## config.mk

```make
export PLATFORM = sky130hd
export DESIGN_NAME = xbar_pe_port
export DESIGN_NICKNAME = d
export VERILOG_FILES = /design/src/rtl/pkt_pkg.sv /design/src/rtl/xbar_pe_port_fifo.sv /design/src/rtl/xbar_pe_port.sv
export SDC_FILE = /design/constraint.sdc
export NUM_CORES = 1
export LEC_CHECK = 0
export BUFFER_PORTS_ARGS = -buffer_cell sky130_fd_sc_hd__buf_2
export CORE_ASPECT_RATIO = 1.25
export CORE_MARGIN = 3
export CORE_UTILIZATION = 32
export CTS_BUF_LIST = sky130_fd_sc_hd__clkbuf_16
export CTS_CLUSTER_SIZE = 24
export DETAILED_ROUTE_END_ITERATION = 8
export PLACE_DENSITY = 0.52
export SYNTH_ARGS = -nofsm -noshare
export SYNTH_HDL_FRONTEND = slang
export SYNTH_SLANG_ARGS = --single-unit
export TNS_END_PERCENT = 10
```

## constraint.sdc

```tcl
create_clock -name clk -period 5.2 [get_ports clk]
set_input_delay 1.3 -clock clk [delete_from_list [all_inputs] [get_ports clk]]
set_output_delay 1.3 -clock clk [all_outputs]
set_load 0.05 [all_outputs]
```

## src/rtl/pkt_pkg.sv

```systemverilog
// Shared packet format used by the PE, this port adapter and the crossbar.
// Layout MSB..LSB is {v, c, y, x, p}; the field macros expect D_W/X_W/Y_W/C_W in scope.
`ifndef PKT_PKG_SV
`define PKT_PKG_SV

`define Packet  logic [1+C_W+Y_W+X_W+D_W-1:0]
`define Payload logic [D_W-1:0]
`define PktP(pkt)  pkt[D_W-1:0]
`define PktX(pkt)  pkt[D_W +: X_W]
`define PktY(pkt)  pkt[D_W+X_W +: Y_W]
`define PktC(pkt)  pkt[D_W+X_W+Y_W +: C_W]
`define PktV(pkt)  pkt[D_W+X_W+Y_W+C_W]

package pkt_pkg;

    function automatic int pktWidth(input int dW, input int xW, input int yW, input int cW);
        return 1 + cW + yW + xW + dW;
    endfunction

endpackage

`endif

```

## src/rtl/xbar_pe_port_fifo.sv

```systemverilog
// Synchronous FIFO with occupancy counter; full is judged before a same-cycle pop,
// so a push into a full FIFO is refused even if the head leaves that cycle.
module sync_fifo #(
    parameter int W     = 8,
    parameter int DEPTH = 4
) (
    input  logic                     clk,
    input  logic                     rst,
    input  logic                     push,
    input  logic                     pop,
    input  logic [W-1:0]             din,
    output logic [W-1:0]             head,
    output logic                     full,
    output logic                     empty,
    output logic [$clog2(DEPTH):0]   count
);
    localparam int PTR_W = $clog2(DEPTH);
    localparam logic [PTR_W:0] FULL_CNT = (PTR_W+1)'(DEPTH);

    logic [W-1:0]     mem_q [DEPTH];
    logic [PTR_W-1:0] wrPtr_q, rdPtr_q;
    logic [PTR_W:0]   count_q;
    logic             doPush, doPop;

    assign full   = (count_q == FULL_CNT);
    assign empty  = (count_q == '0);
    assign count  = count_q;
    assign head   = mem_q[rdPtr_q];
    assign doPush = push && !full;
    assign doPop  = pop && !empty;

    always_ff @(posedge clk) begin
        if (!rst) begin
            wrPtr_q <= '0;
            rdPtr_q <= '0;
            count_q <= '0;
        end else begin
            if (doPush) wrPtr_q <= wrPtr_q + 1'b1;
            if (doPop)  rdPtr_q <= rdPtr_q + 1'b1;
            case ({doPush, doPop})
                2'b10:   count_q <= count_q + 1'b1;
                2'b01:   count_q <= count_q - 1'b1;
                default: count_q <= count_q;
            endcase
        end
    end

    // Storage needs no reset: the empty flag masks stale entries.
    always_ff @(posedge clk) begin
        if (doPush) mem_q[wrPtr_q] <= din;
    end

endmodule

```

## src/rtl/xbar_pe_port.sv

```systemverilog
// Network-side adapter for one PE: captures held packets with a one-cycle ack, queues them
// toward the crossbar, and filters/strips crossbar deliveries for this (X,Y,C) address.
module xbar_pe_port
    import pkt_pkg::*;
#(
    parameter int D_W   = 32,
    parameter int X_W   = 2,
    parameter int Y_W   = 2,
    parameter int C_W   = 2,
    parameter int DEPTH = 4,
    parameter int X     = 0,
    parameter int Y     = 0,
    parameter int C     = 0,
    localparam int PKT_W = pktWidth(D_W, X_W, Y_W, C_W)
) (
    input  logic             clk,
    input  logic             rst,
    input  logic [PKT_W-1:0] pe_packet,
    output logic             ack,
    output logic [PKT_W-1:0] xb_out_packet,
    output logic             xb_out_vld,
    input  logic             xb_out_rdy,
    input  logic             xb_in_vld,
    input  logic [PKT_W-1:0] xb_in_packet,
    output logic             pein_vld,
    output logic [D_W-1:0]   pein_payload,
    output logic [15:0]      misroute_cnt,
    output logic             fifo_full
);
    logic                   ack_q, ack_d;
    logic                   fifoPush, fifoPop, fifoEmpty;
    logic [PKT_W-1:0]       fifoHead;
    logic [$clog2(DEPTH):0] unusedCount;
    logic                   unusedInValid;

    logic                   peinVld_q, peinVld_d;
    `Payload                peinPayload_q, peinPayload_d;
    logic [15:0]            misrouteCnt_q, misrouteCnt_d;
    logic                   destHit;

    // The PE keeps driving the old packet during the ack cycle, so ack_q blocks a double capture.
    assign fifoPush = `PktV(pe_packet) && !fifo_full && !ack_q;
    assign ack_d    = fifoPush;
    assign fifoPop  = xb_out_vld && xb_out_rdy;

    sync_fifo #(
        .W     (PKT_W),
        .DEPTH (DEPTH)
    ) u_fifo (
        .clk   (clk),
        .rst   (rst),
        .push  (fifoPush),
        .pop   (fifoPop),
        .din   (pe_packet),
        .head  (fifoHead),
        .full  (fifo_full),
        .empty (fifoEmpty),
        .count (unusedCount)
    );

    assign xb_out_vld = !fifoEmpty;

    always_comb begin
        xb_out_packet = '0;
        if (!fifoEmpty) begin
            xb_out_packet = fifoHead;
            `PktV(xb_out_packet) = 1'b1;
        end
    end

    // Deliveries are qualified only by xb_in_vld; the packet's own valid bit is not consulted.
    assign unusedInValid = `PktV(xb_in_packet);
    assign destHit = (`PktX(xb_in_packet) == X_W'(X)) &&
                     (`PktY(xb_in_packet) == Y_W'(Y)) &&
                     (`PktC(xb_in_packet) == C_W'(C));

    always_comb begin
        peinVld_d     = 1'b0;
        peinPayload_d = peinPayload_q;
        misrouteCnt_d = misrouteCnt_q;
        if (xb_in_vld) begin
            if (destHit) begin
                peinVld_d     = 1'b1;
                peinPayload_d = `PktP(xb_in_packet);
            end else if (misrouteCnt_q != 16'hFFFF) begin
                misrouteCnt_d = misrouteCnt_q + 16'd1;
            end
        end
    end

    always_ff @(posedge clk) begin
        if (!rst) begin
            ack_q         <= 1'b0;
            peinVld_q     <= 1'b0;
            peinPayload_q <= '0;
            misrouteCnt_q <= '0;
        end else begin
            ack_q         <= ack_d;
            peinVld_q     <= peinVld_d;
            peinPayload_q <= peinPayload_d;
            misrouteCnt_q <= misrouteCnt_d;
        end
    end

    assign ack          = ack_q;
    assign pein_vld     = peinVld_q;
    assign pein_payload = peinPayload_q;
    assign misroute_cnt = misrouteCnt_q;

endmodule

```

==> flow_metrics.tcl, run 1 <==
set metrics [dict create \
    status "finished, final reports clean" \
    r2r_slack_ns 2.66 \
    rr_startpoint "u_fifo.count[0]" \
    worstSetupStartpointType "register" \
    ys_ff_latch 211 \
    grtUsageTotal 0.1293 \
    worstPathArrival_ns 2.44 \
    critPathCapture "xb_out_packet[12]" \
    worstPathCellList "buf_4, mux4_2, and2_1, buf_2" \
    nFillCells 2396 \
    rows 64 \
    grt_max_degree 56 \
    grt_pass1_wl_um 28510 \
    syn_nets 618 \
    synth_cells 529 \
    grt_overflow_total 0 \
    critical_path_required_ns 3.90 \
    initial_utilization 0.3289 \
    cts-resized-gates 0 \
    ctsLongestPathBuffers 3 \
    drv_cap 0 \
    crit_path_max_fanout 38 \
    slowest_delay_ns 0.62 \
    end_kind "primary output" \
    final_nets 795 \
    rsz0062_at_grt "no" \
    die_area_um2 27480 \
    core_area_um2 24820 \
    diodes 0 \
    die_w_um 148.9 \
    tightest_slew_ns 1.060 \
    via_per_inst 4.693 \
    hold-path-cell-count 2 \
    die_y_um 184.6 \
    drtPass1Iterations 4 \
    fmax_ghz 0.2673 \
    post-route-period-util 0.7196 \
    htreeDepth 1 \
    relSlewSlack 0.2935 \
    cts_num_sinks 211 \
    final.min_clock_period_ns 3.742 \
    ant_nets 0 \
    finalHoldViolCount 0 \
    dp.cells 1011 \
    clkTransAtPathRegs_ns 0.06 \
    power_mw 5.236 \
    pre_cts_ws_ns 1.756 \
    place.port_buffers 171 \
    slew_viol_final 0 \
    fin_cells 1052 \
    crit_slowest_cell "buf_4" \
    yosysUniqueCellTypes 40 \
    drt-wirelength-per-cell_um 17.14 \
    yosysWarnings 0 \
    syn_area_um2 8164 \
    cts-root-buf "clkbuf_16" \
    drt-initial-drc-count 198 \
    worst-setup-path-type "register to primary output" \
    cts_hold_buf 0 \
    reg2reg_to "u_fifo.mem_q[2][15]" \
    ff2ff_path_depth 5 \
    grt_pass1_vias 5387 \
    insertion_delay_ns 0.49 \
    fin_tns_setup_ns 0 \
    ir_drop_v 0.0001772 \
    cts_buffers 23 \
    wirelength_um 18030 \
    vias 4937 \
    hold_class "register to register" \
    area_growth_pct 23.25 \
    gp_congestion 0.8162 \
    fin_skew_ns 0.007705 \
    drc 0 \
    io_pins 173 \
    p_per_area_nw_per_um2 520.4 \
    syn_area_per_cell_um2 15.43 \
    fin_ws_ns 1.458 \
    cts_tree "done" \
    post-cts-setup-buffer-count 0 \
    drive_gt1_frac 0.3684 \
    antenna_found_initial 2 \
    setup_viol 0 \
    seq_area_frac_synth 0.7038 \
    p_leak_nw 3.692 \
    dp_hpwl_um 11410 \
]
[sequential cells by signal, indices dropped and copies added (netlist names), named ones only]
signal	cells
u_fifo.count	3
u_fifo.wrPtr_q	2
u_fifo.mem_q	152
misroute_cnt	16
pein_payload	32
ack	1
pein_vld	1
u_fifo.rdPtr_q	2
[where the power goes]
group,internal (mW),leakage (nW),switching [mW]
Clock,0.855,0.364,0.634
Combinational,0.525,1.46,1.22
Sequential,1.95,1.87,0.0484
[cell usage after synthesis]
library cell,number,area [um^2]
a21boi_0,1,7.510
buf_1,2,7.510
o21a_1,1,7.510
a31o_2,1,8.760
nor4b_1,4,35.03
o31ai_4,1,21.27
and3_1,2,12.51
nor3b_2,1,12.51
a21oi_1,36,180.2
nand2_1,71,266.5
fa_1,1,20.02
nand3_1,8,40.04
or3_1,2,12.51
buf_4,5,37.54
xnor2_1,13,113.9
mux2i_1,2,20.02
o21ai_0,2,10.01
edfxtp_1,152,4564
ha_1,6,75.07
or4_1,1,7.510
mux4_2,38,855.8
nor3_2,1,10.01
nor4_1,5,31.28
inv_1,7,26.28
nor2_1,23,86.33
and3_2,1,7.510
nand2b_1,1,6.260
nor3b_1,1,7.510
and2_1,44,275.3
o31ai_1,1,7.510
clkbuf_1,14,52.55
xor2_1,3,26.28
or2_2,1,6.260
nor4_4,1,21.27
buf_2,5,25.02
or4_4,2,22.52
nand4_1,5,31.28
nor3_1,4,20.02
dfxtp_1,59,1181
inv_2,1,3.750
[how the worst min path moves through the flow]
stage	end	from	slack, ns
4_1_cts	pein_payload[17]	pein_payload[17]	0.45
2_1_floorplan	u_fifo.count[2]	u_fifo.count[2]	0.46
6_report	pein_payload[21]	pein_payload[21]	0.45
3_3_place_gp	pein_payload[29]	pein_payload[29]	0.44
5_1_grt	pein_payload[17]	pein_payload[17]	0.47
3_5_place_dp	pein_payload[17]	pein_payload[17]	0.45
[cell usage in the layout (no fill, tap or decap), drive strengths merged, types with 13 or more instances in the layout]
cell    synthesis  routed
buf            12     178
nor2           23      23
inv             8      16
clkbuf         14      23
mux4           38      38
dfxtp          59      59
xnor2          13      13
edfxtp        152     152
and2           44      44
nand2          71      71
a21oi          36      36
[logic make-up (layout without fill, tap and decap cells)]
group	Yosys count	after routing	share of synthesized area
flops	211	211	0.7038
fa+ha+maj	7	7	0.01165
mux	40	40	0.1073
buf+inv	34	227	0.01870
compound gates	43	43	0.02973
xor+xnor	16	16	0.01717
simple gates	178	178	0.1117
[through the flow]
stage / cell area [um^2] / hold slack, ns / util
6_report: 10060 / 0.4522 / 0.4053
5_1_grt: 10060 / 0.4747 / 0.4053
3_5_place_dp: 9370 / 0.4461 / 0.3775
3_3_place_gp: 9370 / 0.4425 / 0.3775
2_1_floorplan: 8164 / 0.4623 / -
4_1_cts: 10060 / 0.4543 / 0.4053
[layout make-up]
| type | count | area [um^2] | area share |
|---|---|---|---|
| inverter | 8 | 30.03 | 0.002984 |
| sequential | 211 | 5748 | 0.5712 |
| tap | 330 | 412.9 | 0.04103 |
| timing repair buffer | 178 | 908.4 | 0.09028 |
| clock buffer | 23 | 575.6 | 0.05720 |
| multi-input combinational | 284 | 2271 | 0.2257 |
| clock inverter | 18 | 116.4 | 0.01156 |
[worst max-delay path, delay by kind of cell (launching register included)]
| family | cells | cell delay (ns) |
|---|---|---|
| flip-flops | 1 | 0.31 |
| multiplexers | 1 | 0.58 |
| buffers and inverters | 2 | 0.83 |
| AND/OR/NAND/NOR | 1 | 0.18 |
[per-layer routing]
layer  up-vias  part of all wire  GRT usage
li1       2310                 -          -
met1      2419              0.41     0.1566
met2       176              0.48     0.2230
met3        28             0.090    0.04697
met4         4             0.014    0.02747
met5         -            0.0012          0
Note: power is estimated with default switching activity, not from simulation.
==> inputs of run 2 (changes only) <==
==> constraint.sdc (replaced) <==
create_clock -name clk -period 3.85 [get_ports clk]
set_input_delay 0.9625 -clock clk [delete_from_list [all_inputs] [get_ports clk]]
set_output_delay 0.9625 -clock clk [all_outputs]
set_load 0.05 [all_outputs]
==> run 2 against run 1 <==
Compared with the run above: non-clock buffer count is 5 higher; design area is 1.1% higher; via count is 0.24% lower; first-iteration DRC count rose by 4.5%; clock-buffer cell count unchanged; critical path depth unchanged; sequential cell count stayed put; sequential share of layout area decreased by 0.64 points; hold slack better by 0.0021 ns; global-route usage shrank 0.075 points; routed wire length down 1.2%; worst setup slack lost 0.67 ns; critical endpoint is now xb_out_packet[15]; highest routed layer unchanged.
==> flow_metrics.tcl, run 2 (synthesis gave the netlist of run 1 again) <==
set metrics [dict create \
    status "finished, final reports clean" \
    ctsLongestPathBuffers 3 \
    grt_max_degree 56 \
    gp_congestion 0.8135 \
    top_register "u_fifo.mem_q" \
    power_mw 7.261 \
    hold_start "pein_payload[15]" \
    largest_reg_flops 152 \
    wirelength_um 17820 \
    rr_startpoint "u_fifo.count[0]" \
    htreeDepth 1 \
    place.port_buffers 171 \
    grt_pass1_wl_um 28100 \
    rsz0062_at_grt "no" \
    nFillCells 2344 \
    crit_path_max_fanout 38 \
    end_kind "primary output" \
    worstPathArrival_ns 2.10 \
    antenna_found_initial 3 \
    cts_tree "done" \
    layout_common_cells "buf_2, edfxtp_1, nand2_1" \
    drt-initial-drc-count 207 \
    worstPathCellList "buf_12, mux4_2, and2_1, buf_2" \
    drt-wirelength-per-cell_um 16.87 \
    die_y_um 184.6 \
    cts_num_sinks 211 \
    slew_viol_final 0 \
    area_growth_pct 24.64 \
    grt_overflow_total 0 \
    final_area_um2 10180 \
    setup_viol 0 \
    final_nets 799 \
    hold-path-cell-count 2 \
    via_per_inst 4.664 \
    dp_hpwl_um 11480 \
    drc 0 \
    dpl-instance-area_um2 9420 \
    post-route-period-util 0.7954 \
    worst-setup-path-type "register to primary output" \
    drv_cap 0 \
    crit_slowest_cell "mux4_2" \
    ant_nets 0 \
    cts-root-buf "clkbuf_16" \
    p_per_area_nw_per_um2 713.5 \
    slowest_delay_ns 0.53 \
    drtPass1Iterations 4 \
    grt_pass1_vias 5202 \
    finalHoldViolCount 0 \
    hold-worst-slack_ns 0.4543 \
    cts_buffers 22 \
    final_core_utilization 0.4099 \
    diodes 0 \
    clkTransAtPathRegs_ns 0.06 \
    relSlewSlack 0.3090 \
    path_delay_family "multiplexers" \
    reg2reg_to "u_fifo.mem_q[2][1]" \
    drive_gt1_frac 0.3691 \
    ff2ff_path_depth 5 \
    cts-resized-gates 0 \
    p_leak_nw 3.739 \
    min_to "pein_payload[15]" \
    fin_tns_setup_ns 0 \
    cts_hold_buf 0 \
    vias 4925 \
    ir_drop_v 0.0003460 \
    tightest_slew_ns 1.034 \
    worstSetupStartpointType "register" \
    final.min_clock_period_ns 3.062 \
    die_w_um 148.9 \
    layout_commonest_cell "buf_2" \
    post-cts-setup-buffer-count 0 \
    die_area_um2 27480 \
    r2r_slack_ns 1.48 \
    fmax_ghz 0.3266 \
    io_pins 173 \
    core_area_um2 24820 \
    critical_path_required_ns 2.89 \
    fin_skew_ns 0.01032 \
    hold_class "register to register" \
    rows 64 \
    grtUsageTotal 0.1285 \
    initial_utilization 0.3289 \
    critical_path_buf_inv_count 2 \
    insertion_delay_ns 0.49 \
]
==> run 2: cell types whose count changed in the layout (fill, tap and decap cells not counted), sizes merged <==
cell / delta
bufinv: +3
buf: +5
clkinvlp: +1
inv: -3
clkinv: -2
==> run 2: worst max-delay path by stage <==
stage	start	to	slack, ns	depth (start not counted)
2_1_floorplan	register	xb_out_packet[18]	1.15	4
6_report	register	xb_out_packet[15]	0.79	4
4_1_cts	register	xb_out_packet[12]	0.72	4
3_3_place_gp	xb_in_packet[33]	pein_payload[24]	0.98	6
5_1_grt	register	xb_out_packet[12]	0.66	4
3_5_place_dp	xb_in_packet[33]	pein_payload[31]	0.89	6
==> run 2: layout make-up <==
class | instances | area, um^2 | share of cell area
sequential | 211 | 5748 | 0.5649
multi-input combinational | 284 | 2271 | 0.2232
timing repair buffer | 183 | 958.4 | 0.09418
clock buffer | 23 | 575.6 | 0.05656
tap | 330 | 412.9 | 0.04058
clock inverter | 17 | 180.2 | 0.01771
inverter | 8 | 30.03 | 0.002951
==> run 2: metrics by stage <==
stage,instances,setup WS [ns]
after floorplan,529,1.151
after global placement,1016,0.9820
after detailed placement,1016,0.8885
after CTS,1056,0.7246
after global routing,1056,0.6632
final,1056,0.7878
==> run 2: layer usage <==
layer,global-route usage,up-vias,wire length [um]
li1,-,2321,-
met1,0.1580,2395,7389
met2,0.2226,174,8598
met3,0.03935,29,1487
met4,0.03114,6,312
met5,0,-,28
==> run 2: worst reg2reg max path, cell delays in order, from the launching register on <==
cell and delay (ns):
dfxtp_1 0.37, inv_1 0.09, and3_1 0.20, nor3b_2 0.41, and2_2 0.67, buf_4 0.32
==> run 2: power by group <==
group	internal (mW)	total, mW	switching (mW)
clock	1.35	2.18	0.839
sequential	2.64	2.70	0.0574
combinational	0.730	2.38	1.65
total	4.71	7.26	2.55
